**config.mk**
```make
export PLATFORM = sky130hd
export DESIGN_NAME = instr_fetch
export DESIGN_NICKNAME = d
export VERILOG_FILES = /design/src/rtl/riscv_pkg.sv /design/src/rtl/sync_fifo.sv /design/src/rtl/instr_fetch.sv
export SDC_FILE = /design/constraint.sdc
export NUM_CORES = 1
export LEC_CHECK = 0
export CAP_MARGIN = 20
export CORE_ASPECT_RATIO = 0.8
export CORE_MARGIN = 2
export CORE_UTILIZATION = 55
export CTS_CLUSTER_DIAMETER = 80
export CTS_CLUSTER_SIZE = 14
export DETAILED_ROUTE_END_ITERATION = 8
export GPL_ROUTABILITY_DRIVEN = 0
export PLACE_DENSITY = 0.89
export SLEW_MARGIN = 20
export SYNTH_ARGS = -nofsm -noshare
export SYNTH_HDL_FRONTEND = slang
export SYNTH_HIERARCHICAL = 1
export SYNTH_SLANG_ARGS = --single-unit
```
**constraint.sdc**
```tcl
create_clock -name clk_i -period 4.3 [get_ports clk_i]
set_clock_uncertainty 0.15 [all_clocks]
set_input_delay 0.43 -clock clk_i [delete_from_list [all_inputs] [get_ports clk_i]]
set_output_delay 0.43 -clock clk_i [all_outputs]
set_load 0.03 [all_outputs]
```
**src/rtl/riscv_pkg.sv**
```systemverilog
// ============================================================================
// Module      : riscv_pkg
// Description : Shared widths, reset PC and fetch-queue entry type for the core.
// Revision    : 1.0 - initial release
// ============================================================================
`default_nettype none

package riscv_pkg;

    localparam int                   DATAWIDTH = 32;
    localparam int                   ADDRWIDTH = 32;
    localparam logic [ADDRWIDTH-1:0] RESET_PC  = 32'h0000_0000;
    localparam logic [DATAWIDTH-1:0] INSTR_NOP = 32'h0000_0013;

    typedef struct packed {
        logic [ADDRWIDTH-1:0] pc;
        logic [DATAWIDTH-1:0] instr;
    } fetch_entry_t;

endpackage

`default_nettype wire

```
**src/rtl/sync_fifo.sv**
```systemverilog
// ============================================================================
// Module      : sync_fifo
// Description : Register-based synchronous FIFO, power-of-two depth, with flush.
// Revision    : 1.0 - initial release
// ============================================================================
`default_nettype none

module sync_fifo #(
    parameter int WIDTH = 32,
    parameter int DEPTH = 2
) (
    input  logic                   clk_i,
    input  logic                   rst_ni,
    input  logic                   push,
    input  logic                   pop,
    input  logic                   flush,
    input  logic [WIDTH-1:0]       wdata,
    output logic [WIDTH-1:0]       rdata,
    output logic                   empty,
    output logic                   full,
    output logic [$clog2(DEPTH):0] count
);

    localparam int c_ptr_w = $clog2(DEPTH);

    logic [WIDTH-1:0]   r_mem [DEPTH];
    logic [c_ptr_w-1:0] r_rptr;
    logic [c_ptr_w-1:0] r_wptr;
    logic [c_ptr_w:0]   r_count;

    // Storage is cleared on reset so the head reads as zero until first written.
    always_ff @(posedge clk_i or negedge rst_ni) begin
        if (!rst_ni) begin
            for (int i = 0; i < DEPTH; i++) begin
                r_mem[i] <= '0;
            end
            r_rptr  <= '0;
            r_wptr  <= '0;
            r_count <= '0;
        end else if (flush) begin
            r_rptr  <= '0;
            r_wptr  <= '0;
            r_count <= '0;
        end else begin
            if (push) begin
                r_mem[r_wptr] <= wdata;
                r_wptr        <= r_wptr + c_ptr_w'(1);
            end
            if (pop) begin
                r_rptr <= r_rptr + c_ptr_w'(1);
            end
            r_count <= r_count + (c_ptr_w+1)'(push) - (c_ptr_w+1)'(pop);
        end
    end

    assign rdata = r_mem[r_rptr];
    assign empty = (r_count == '0);
    assign full  = (r_count == (c_ptr_w+1)'(DEPTH));
    assign count = r_count;

endmodule

`default_nettype wire

```
**src/rtl/instr_fetch.sv**
```systemverilog
// ============================================================================
// Module      : instr_fetch
// Description : Fetch stage: owns the PC, issues credited imem reads, queues
//               fetched instructions for decode and flushes on redirect.
// Revision    : 1.0 - initial release
// ============================================================================
`default_nettype none

module instr_fetch #(
    parameter int                   DATAWIDTH = riscv_pkg::DATAWIDTH,
    parameter int                   ADDRWIDTH = riscv_pkg::ADDRWIDTH,
    parameter logic [ADDRWIDTH-1:0] RESET_PC  = riscv_pkg::RESET_PC,
    parameter int                   QDEPTH    = 2
) (
    input  logic                 clk_i,
    input  logic                 rst_ni,
    output logic                 ImemReqValid_o,
    input  logic                 ImemReqReady_i,
    output logic [ADDRWIDTH-1:0] ImemAddr_o,
    input  logic                 ImemRspValid_i,
    input  logic [DATAWIDTH-1:0] ImemRdata_i,
    input  logic                 Redirect_i,
    input  logic [ADDRWIDTH-1:0] RedirectPC_i,
    output logic                 InstrValid_o,
    input  logic                 InstrReady_i,
    output logic [DATAWIDTH-1:0] Instr_o,
    output logic [ADDRWIDTH-1:0] InstrPC_o
);

    import riscv_pkg::*;

    localparam int                   c_cw       = $clog2(QDEPTH) + 1;
    localparam logic [c_cw+1:0]      c_qdepth   = (c_cw+2)'(QDEPTH);
    localparam logic [ADDRWIDTH-1:0] c_reset_pc = {RESET_PC[ADDRWIDTH-1:2], 2'b00};

    logic [ADDRWIDTH-1:0] r_pc;
    logic [c_cw-1:0]      r_drop;

    logic [c_cw-1:0]      w_outstanding;
    logic [c_cw-1:0]      w_occupancy;
    logic [c_cw-1:0]      w_unanswered;
    logic [c_cw+1:0]      w_inflight;
    logic                 w_req_fire;
    logic                 w_rsp_keep;
    logic                 w_pop;
    logic                 w_pend_empty;
    logic                 w_pend_full;
    logic                 w_q_empty;
    logic                 w_q_full;
    logic [ADDRWIDTH-1:0] w_pend_pc;
    fetch_entry_t         w_q_wdata;
    fetch_entry_t         w_q_head;
    logic                 w_unused_redirect_lsb;

    // Credit counts every fetch that may still land in the queue, plus doomed ones.
    assign w_inflight     = {2'b00, w_outstanding} + {2'b00, w_occupancy} + {2'b00, r_drop};
    assign ImemReqValid_o = rst_ni & (w_inflight < c_qdepth);
    assign ImemAddr_o     = r_pc;

    assign w_req_fire   = ImemReqValid_o & ImemReqReady_i;
    assign w_rsp_keep   = ImemRspValid_i & (r_drop == '0) & ~Redirect_i;
    assign w_pop        = ~w_q_empty & InstrReady_i;
    assign w_unanswered = w_outstanding + c_cw'(w_req_fire) - c_cw'(ImemRspValid_i);
    assign w_q_wdata    = '{pc: w_pend_pc, instr: ImemRdata_i};

    assign w_unused_redirect_lsb = ^RedirectPC_i[1:0];

    always_ff @(posedge clk_i or negedge rst_ni) begin
        if (!rst_ni) begin
            r_pc   <= c_reset_pc;
            r_drop <= '0;
        end else if (Redirect_i) begin
            r_pc   <= {RedirectPC_i[ADDRWIDTH-1:2], 2'b00};
            r_drop <= w_unanswered;
        end else begin
            if (w_req_fire) begin
                r_pc <= r_pc + ADDRWIDTH'(4);
            end
            if (ImemRspValid_i && (r_drop != '0)) begin
                r_drop <= r_drop - c_cw'(1);
            end
        end
    end

    // PCs of issued requests; discarded responses still pop their entry.
    sync_fifo #(
        .WIDTH (ADDRWIDTH),
        .DEPTH (QDEPTH)
    ) u_pend_fifo (
        .clk_i  (clk_i),
        .rst_ni (rst_ni),
        .push   (w_req_fire),
        .pop    (ImemRspValid_i),
        .flush  (1'b0),
        .wdata  (r_pc),
        .rdata  (w_pend_pc),
        .empty  (w_pend_empty),
        .full   (w_pend_full),
        .count  (w_outstanding)
    );

    sync_fifo #(
        .WIDTH ($bits(fetch_entry_t)),
        .DEPTH (QDEPTH)
    ) u_instr_q (
        .clk_i  (clk_i),
        .rst_ni (rst_ni),
        .push   (w_rsp_keep),
        .pop    (w_pop),
        .flush  (Redirect_i),
        .wdata  (w_q_wdata),
        .rdata  (w_q_head),
        .empty  (w_q_empty),
        .full   (w_q_full),
        .count  (w_occupancy)
    );

    assign InstrValid_o = ~w_q_empty;
    assign Instr_o      = w_q_head.instr;
    assign InstrPC_o    = w_q_head.pc;

    always @(posedge clk_i) begin
        if (rst_ni) begin
            assert (!(ImemRspValid_i && w_pend_empty));
            assert (!(w_req_fire && w_pend_full));
            assert (!(w_rsp_keep && w_q_full && !w_pop));
        end
    end

endmodule

`default_nettype wire
```
# Word-level counts from Yosys, hierarchy flattened
# Index checks and enable logic that the tools add are counted.
word_totals:
  ff_bits: 234
  in_bits: 70
op_classes:
  addsub: 12
  magnitude_cmp: 7
  n_mux: 21
  bitwise_logic: 11
  reduce_logical: 11
op_table:
  columns: ["operator", "n"]
  rows:
  - ["two-way mux 64 bit", 4]
  - ["two-way mux 32 bit", 6]
  - ["bitwise mux 128 bit", 1]
  - ["bitwise mux 64 bit", 1]
  - ["demux 64 bit (select 1 bit)", 1]
  - ["adder 32 x 3 -> 32 bit, second input constant", 1]
  - ["demux 32 bit (select 1 bit)", 1]
  - ["nonzero test 2 bit", 5]
  - [">= comparator 2 bit, second input constant", 4]
  - ["inverter 1 -> 2 bit", 4]
  - ["two-way mux 2 bit", 3]
  - ["bitwise AND 1 bit", 5]
  - ["adder 1 bit, second input constant", 4]
  - ["adder 2 x 1 -> 2 bit", 2]
  - ["adder 3 x 2 -> 4 bit", 1]
  - ["logical NOT 2 bit", 2]
  - ["< comparator 2 x 1 -> 1 bit, second input constant", 2]
  - ["< comparator 4 x 2 -> 1 bit, second input constant", 1]
  - ["two-way mux 1 bit", 4]
  - ["subtractor 2 x 1 -> 2 bit", 2]
  - ["adder 2 x 2 -> 3 bit", 1]
  - ["logical AND 1 bit", 3]
  - ["inverter 1 bit", 2]
  - ["AND reduction 2 bit", 1]
  - ["subtractor 2 x 1 -> 2 bit, second input constant", 1]

# Logic depth before layout (Yosys ltp)
depth:
  word_depth: 8
  depth_mapped: 13
  depth_no_buf: 13

# Modules after synthesis
# The synthesis kept the hierarchy.
modules_own_cells:
  columns: ["module", "n_inst", "cells_each", "area_per_inst_um2"]
  rows:
  - ["sync_fifo (u_instr_q)", 1, 360, 6058.3]
  - ["sync_fifo (u_pend_fifo)", 1, 189, 3009.1]
  - ["instr_fetch", 1, 246, 2108.3]

# Least setup slack after synthesis
# Ideal clock, no wire load.
synth_path:
  path_kind: "flip-flop to flip-flop"
  start: "reg u_pend_fifo.r_count[1] (netlist: u_pend_fifo/count[1])"
  end: "reg u_pend_fifo/r_mem[38] (netlist bit)"
  setup_ps: 125
  arrival_ps: 2925
  required_ps: 4025
  slack_ps: 1100
  path_stages_with_launch: 12
  path_cell_list: "dfrtp_1 -> inv_1 -> fa_1 -> inv_1 -> ha_1 -> nand4bb_1 -> clkinv_1 -> nand2_1 -> inv_1 -> nor3b_4 -> buf_6 -> mux2_2"
synth_between:
  elab_chain_cells: 5
synth_rtl:
  columns: ["item", "line_no", "text"]
  rows:
  - ["start, declared", "sync_fifo.sv:29", "logic [c_ptr_w:0] r_count;"]
  - ["start signal, assigned", "sync_fifo.sv:52", "r_count <= r_count + (c_ptr_w+1)'(push) - (c_ptr_w+1)'(pop);"]
  - ["adder 2 x 2 -> 3 bit", "instr_fetch.sv:56", "assign w_inflight = {2'b00, w_outstanding} + {2'b00, w_occupancy} + {2'b00, r_drop};"]
  - ["adder 3 x 2 -> 4 bit", "instr_fetch.sv:56", null]
  - ["< comparator 4 x 2 -> 1 bit", "instr_fetch.sv:57", "assign ImemReqValid_o = rst_ni & (w_inflight < c_qdepth);"]
  - ["bitwise AND 1 bit", "instr_fetch.sv:57", null]
  - ["via ImemReqValid_o", "instr_fetch.sv:17", "output logic ImemReqValid_o,"]
  - ["bitwise AND 1 bit", "instr_fetch.sv:60", "assign w_req_fire = ImemReqValid_o & ImemReqReady_i;"]
  - ["via w_req_fire", "instr_fetch.sv:43", "logic w_req_fire;"]
  - ["end signal, assigned by index", "sync_fifo.sv:46", "r_mem[r_wptr] <= wdata;"]
  - ["end, declared", "sync_fifo.sv:26", "logic [WIDTH-1:0] r_mem [DEPTH];"]
# The timed path passes the listed nets, and every way through them passes these cells.
# A chain may end at the register's enable or synchronous reset.

# Final worst setup path
layout_path:
  start: "reg r_drop[1]"
  end: "out ImemReqValid_o"
layout_between:
  elab_chain_cells: 3
layout_rtl:
  columns: ["item", "line_no", "text"]
  rows:
  - ["start, declared", "instr_fetch.sv:37", "logic [c_cw-1:0] r_drop;"]
  - ["start signal, assigned", "instr_fetch.sv:74", "r_drop <= w_unanswered;"]
  - ["start signal, assigned", "instr_fetch.sv:80", "r_drop <= r_drop - c_cw'(1);"]
  - ["adder 3 x 2 -> 4 bit", "instr_fetch.sv:56", null]
  - ["< comparator 4 x 2 -> 1 bit", "instr_fetch.sv:57", null]
  - ["bitwise AND 1 bit", "instr_fetch.sv:57", null]
  - ["end, declared", "instr_fetch.sv:17", null]
# Every way passes these cells.

==> results.yml <==
run_status:
  status: "finished, final reports clean"
global_routing:
  busiest_layer: "met2"
  grt_pass1_wl_um: 38900
  grt_pass1_vias: 7286
  antenna_found_initial: 1
  grt_max_degree: 75
  overflow: 0
  grt_util_all_layers_pct: 22.7
  use_met2_pct: 37.6
  met1_usage_pct: 31.5
  met3_usage_pct: 4.55
timing:
  relSlewSlack_pct: 38.4
  setup_viol: 0
  timing.fmax_ghz: 0.265
  min_period_ns: 3.78
  slew_violations: 0
  worstMarginPinSlew_ns: 0.924
  tns_ns: 0
  rsz0062_at_grt: "false"
  hold_viol_final: 0
  period_share_pct: 87.9
  whs_ns: 0.280
layout:
  drive_gt1_share_pct: 34.2
  syn_to_final_growth_pct: 20.5
  antennaDiodeCount: 0
  final_nets: 1037
  fin_area_um2: 13400
setup_path:
  critPathKind: "register to output port"
  reg2regPathDepth: 11
  critPathRequiredTime_ns: 3.72
  worst_path_max_delay_cell: "clkdlybuf4s50_1"
  cp-start-kind: "register"
  worstPathArrival_ns: 3.20
  worstPathMaxFanout: 8
  cp_common_cell: "inv_1"
  slowest_delay_ns: 0.71
  crit_chain: "inv_1, fa_1, inv_1, ha_1, nand4bb_1, clkinv_1, clkdlybuf4s50_1"
  cp-end-kind: "output port"
job:
  maxCapViolCount: 0
detailed_routing:
  ant_nets: 0
  drt_iter0_markers: 425
  drc: 0
  drt_first_pass_iters: 5
  avgViaCountPerCell: 5.68
  via_count: 6936
  routed_wirelength_um: 23900
  wl_per_cell_um: 19.5
floorplanning:
  row_count: 46
  die_area_um2: 21500
  die_y_um: 131
  pin_count: 168
  core_um2: 19900
  initial_utilization_pct: 56.2
  fp.dieW_um: 163
clock_network:
  clock-root-buffer: "clkbuf_16"
  clk_pin_slew_ns: 0.07
  cts-resized-gates: 0
  cts_tree: "built"
  cts_num_sinks: 232
  ctsHtreeMaxLevel: 1
  clk_path_buf_depth: 3
  clk_latency_ns: 0.50
  cts_buffers: 20
pwr:
  p_leak_nw: 6.14
  p_int_mw: 5.57
  p_switching_mw: 2.93
  p_sw_share_pct: 34.5
  seqPwrFrac_pct: 38.8
  vdd.ir_drop.worst_mv: 0.371
  pwr-share-clk_pct: 19.0
  power_frac_comb_pct: 42.2
  powerDensity_nw_per_um2: 632
  total_power_mw: 8.50
placement:
  io_buffer_count: 163
  place_hpwl_um: 15800
  dpl_cell_area_um2: 12900
logic_synthesis:
  syn-cell-area_um2: 11200
  avgSynthCellArea_um2: 14.1
  syn_inst: 792
  ys.warnings.count: 6
worst_hold_path:
  hold_class: "input port to asynchronous set/reset pin"
==> area by class of cell <==
class	instances	area, um^2
clock buffer	22	529
inverter	16	60.1
timing repair buffer	177	1780
clock inverter	1	8.76
fill	1415	6410
multi-input combinational	509	4930
tap	264	330
sequential	232	5810
==> registers in the layout, indices dropped and copies added, names as in the netlist <==
name                cells
u_instr_q/r_mem       128
r_drop                  2
u_pend_fifo/r_rptr      1
u_pend_fifo/r_mem      64
u_pend_fifo/r_wptr      1
u_instr_q/count         2
u_instr_q/r_wptr        1
u_pend_fifo/count       2
u_instr_q/r_rptr        1
ImemAddr_o             30
==> what timing repair did <==
action                                 in CTS  in global routing
hold buffers                                1                  0
setup buffers                               0                  0
endpoints found under the hold margin      48                  0
==> placed cells by master, fill, tap and decap left out, drive strengths merged, types with 4 or more instances in the layout <==
cell / n
xnor2: 9
nand2: 24
buf: 14
o31ai: 12
clkbuf: 22
and4: 6
nand4: 11
dfrtp: 232
or4b: 4
inv: 15
nand3: 13
o21ai: 14
mux2: 288
and3: 6
ha: 10
a31oi: 19
xor2: 6
conb: 12
nor2: 28
clkdlybuf4s50: 162
or4: 14
or3: 4
==> worst paths after layout <==
kind,start,endpoint,slack [ns]
max reg2reg,r_drop[1]$_DFFE_PN0P_,u_pend_fifo/r_mem[62]$_DFFE_PN0P_,0.56
min,rst_ni,ImemAddr_o[26]$_DFFE_PN0P_,0.28
min reg2reg,u_instr_q/r_mem[104]$_DFFE_PN0P_,u_instr_q/r_mem[104]$_DFFE_PN0P_,0.33
max,r_drop[1]$_DFFE_PN0P_,ImemReqValid_o,0.52
max in group asynchronous,rst_ni,u_pend_fifo/r_mem[27]$_DFFE_PN0P_,1.73
min in group clk_i,u_instr_q/r_mem[104]$_DFFE_PN0P_,u_instr_q/r_mem[104]$_DFFE_PN0P_,0.33
==> through the flow <==
step	setup WS (ns)	std cells	utilization (%)
global route	0.382	1221	67.7
detailed placement	0.734	1197	65.0
finish	0.521	1221	67.7
floorplan	1.12	803	-
global placement	0.845	1197	65.0
CTS	0.540	1221	67.7
==> layer usage <==
| layer | up-vias | share of wire [%] |
|---|---|---|
| met5 | - | 0 |
| met1 | 3553 | 44 |
| met4 | 0 | 0.99 |
| met2 | 184 | 49 |
| met3 | 20 | 5.9 |
| li1 | 3179 | - |
==> power groups by stage <==
| stage | clock network [mW] | logic [mW] | registers, mW |
|---|---|---|---|
| after detailed placement | 0 | 3.57 | 3.33 |
| after floorplan | 0 | 2.43 | 3.21 |
| after global routing | 1.76 | 3.81 | 3.39 |
| final | 1.62 | 3.58 | 3.30 |
| after CTS | 1.66 | 3.62 | 3.30 |
| after global placement | 0 | 3.49 | 3.28 |
==> critical path: cells and delay by family (launching register included) <==
kind / cells / cell delay, ns
buffers and inverters: 4 / 1.11
adder cells (fa/ha/maj): 2 / 0.81
flip-flops: 1 / 0.37
AND/OR/NAND/NOR: 1 / 0.40
(Power assumes the default switching activity.)
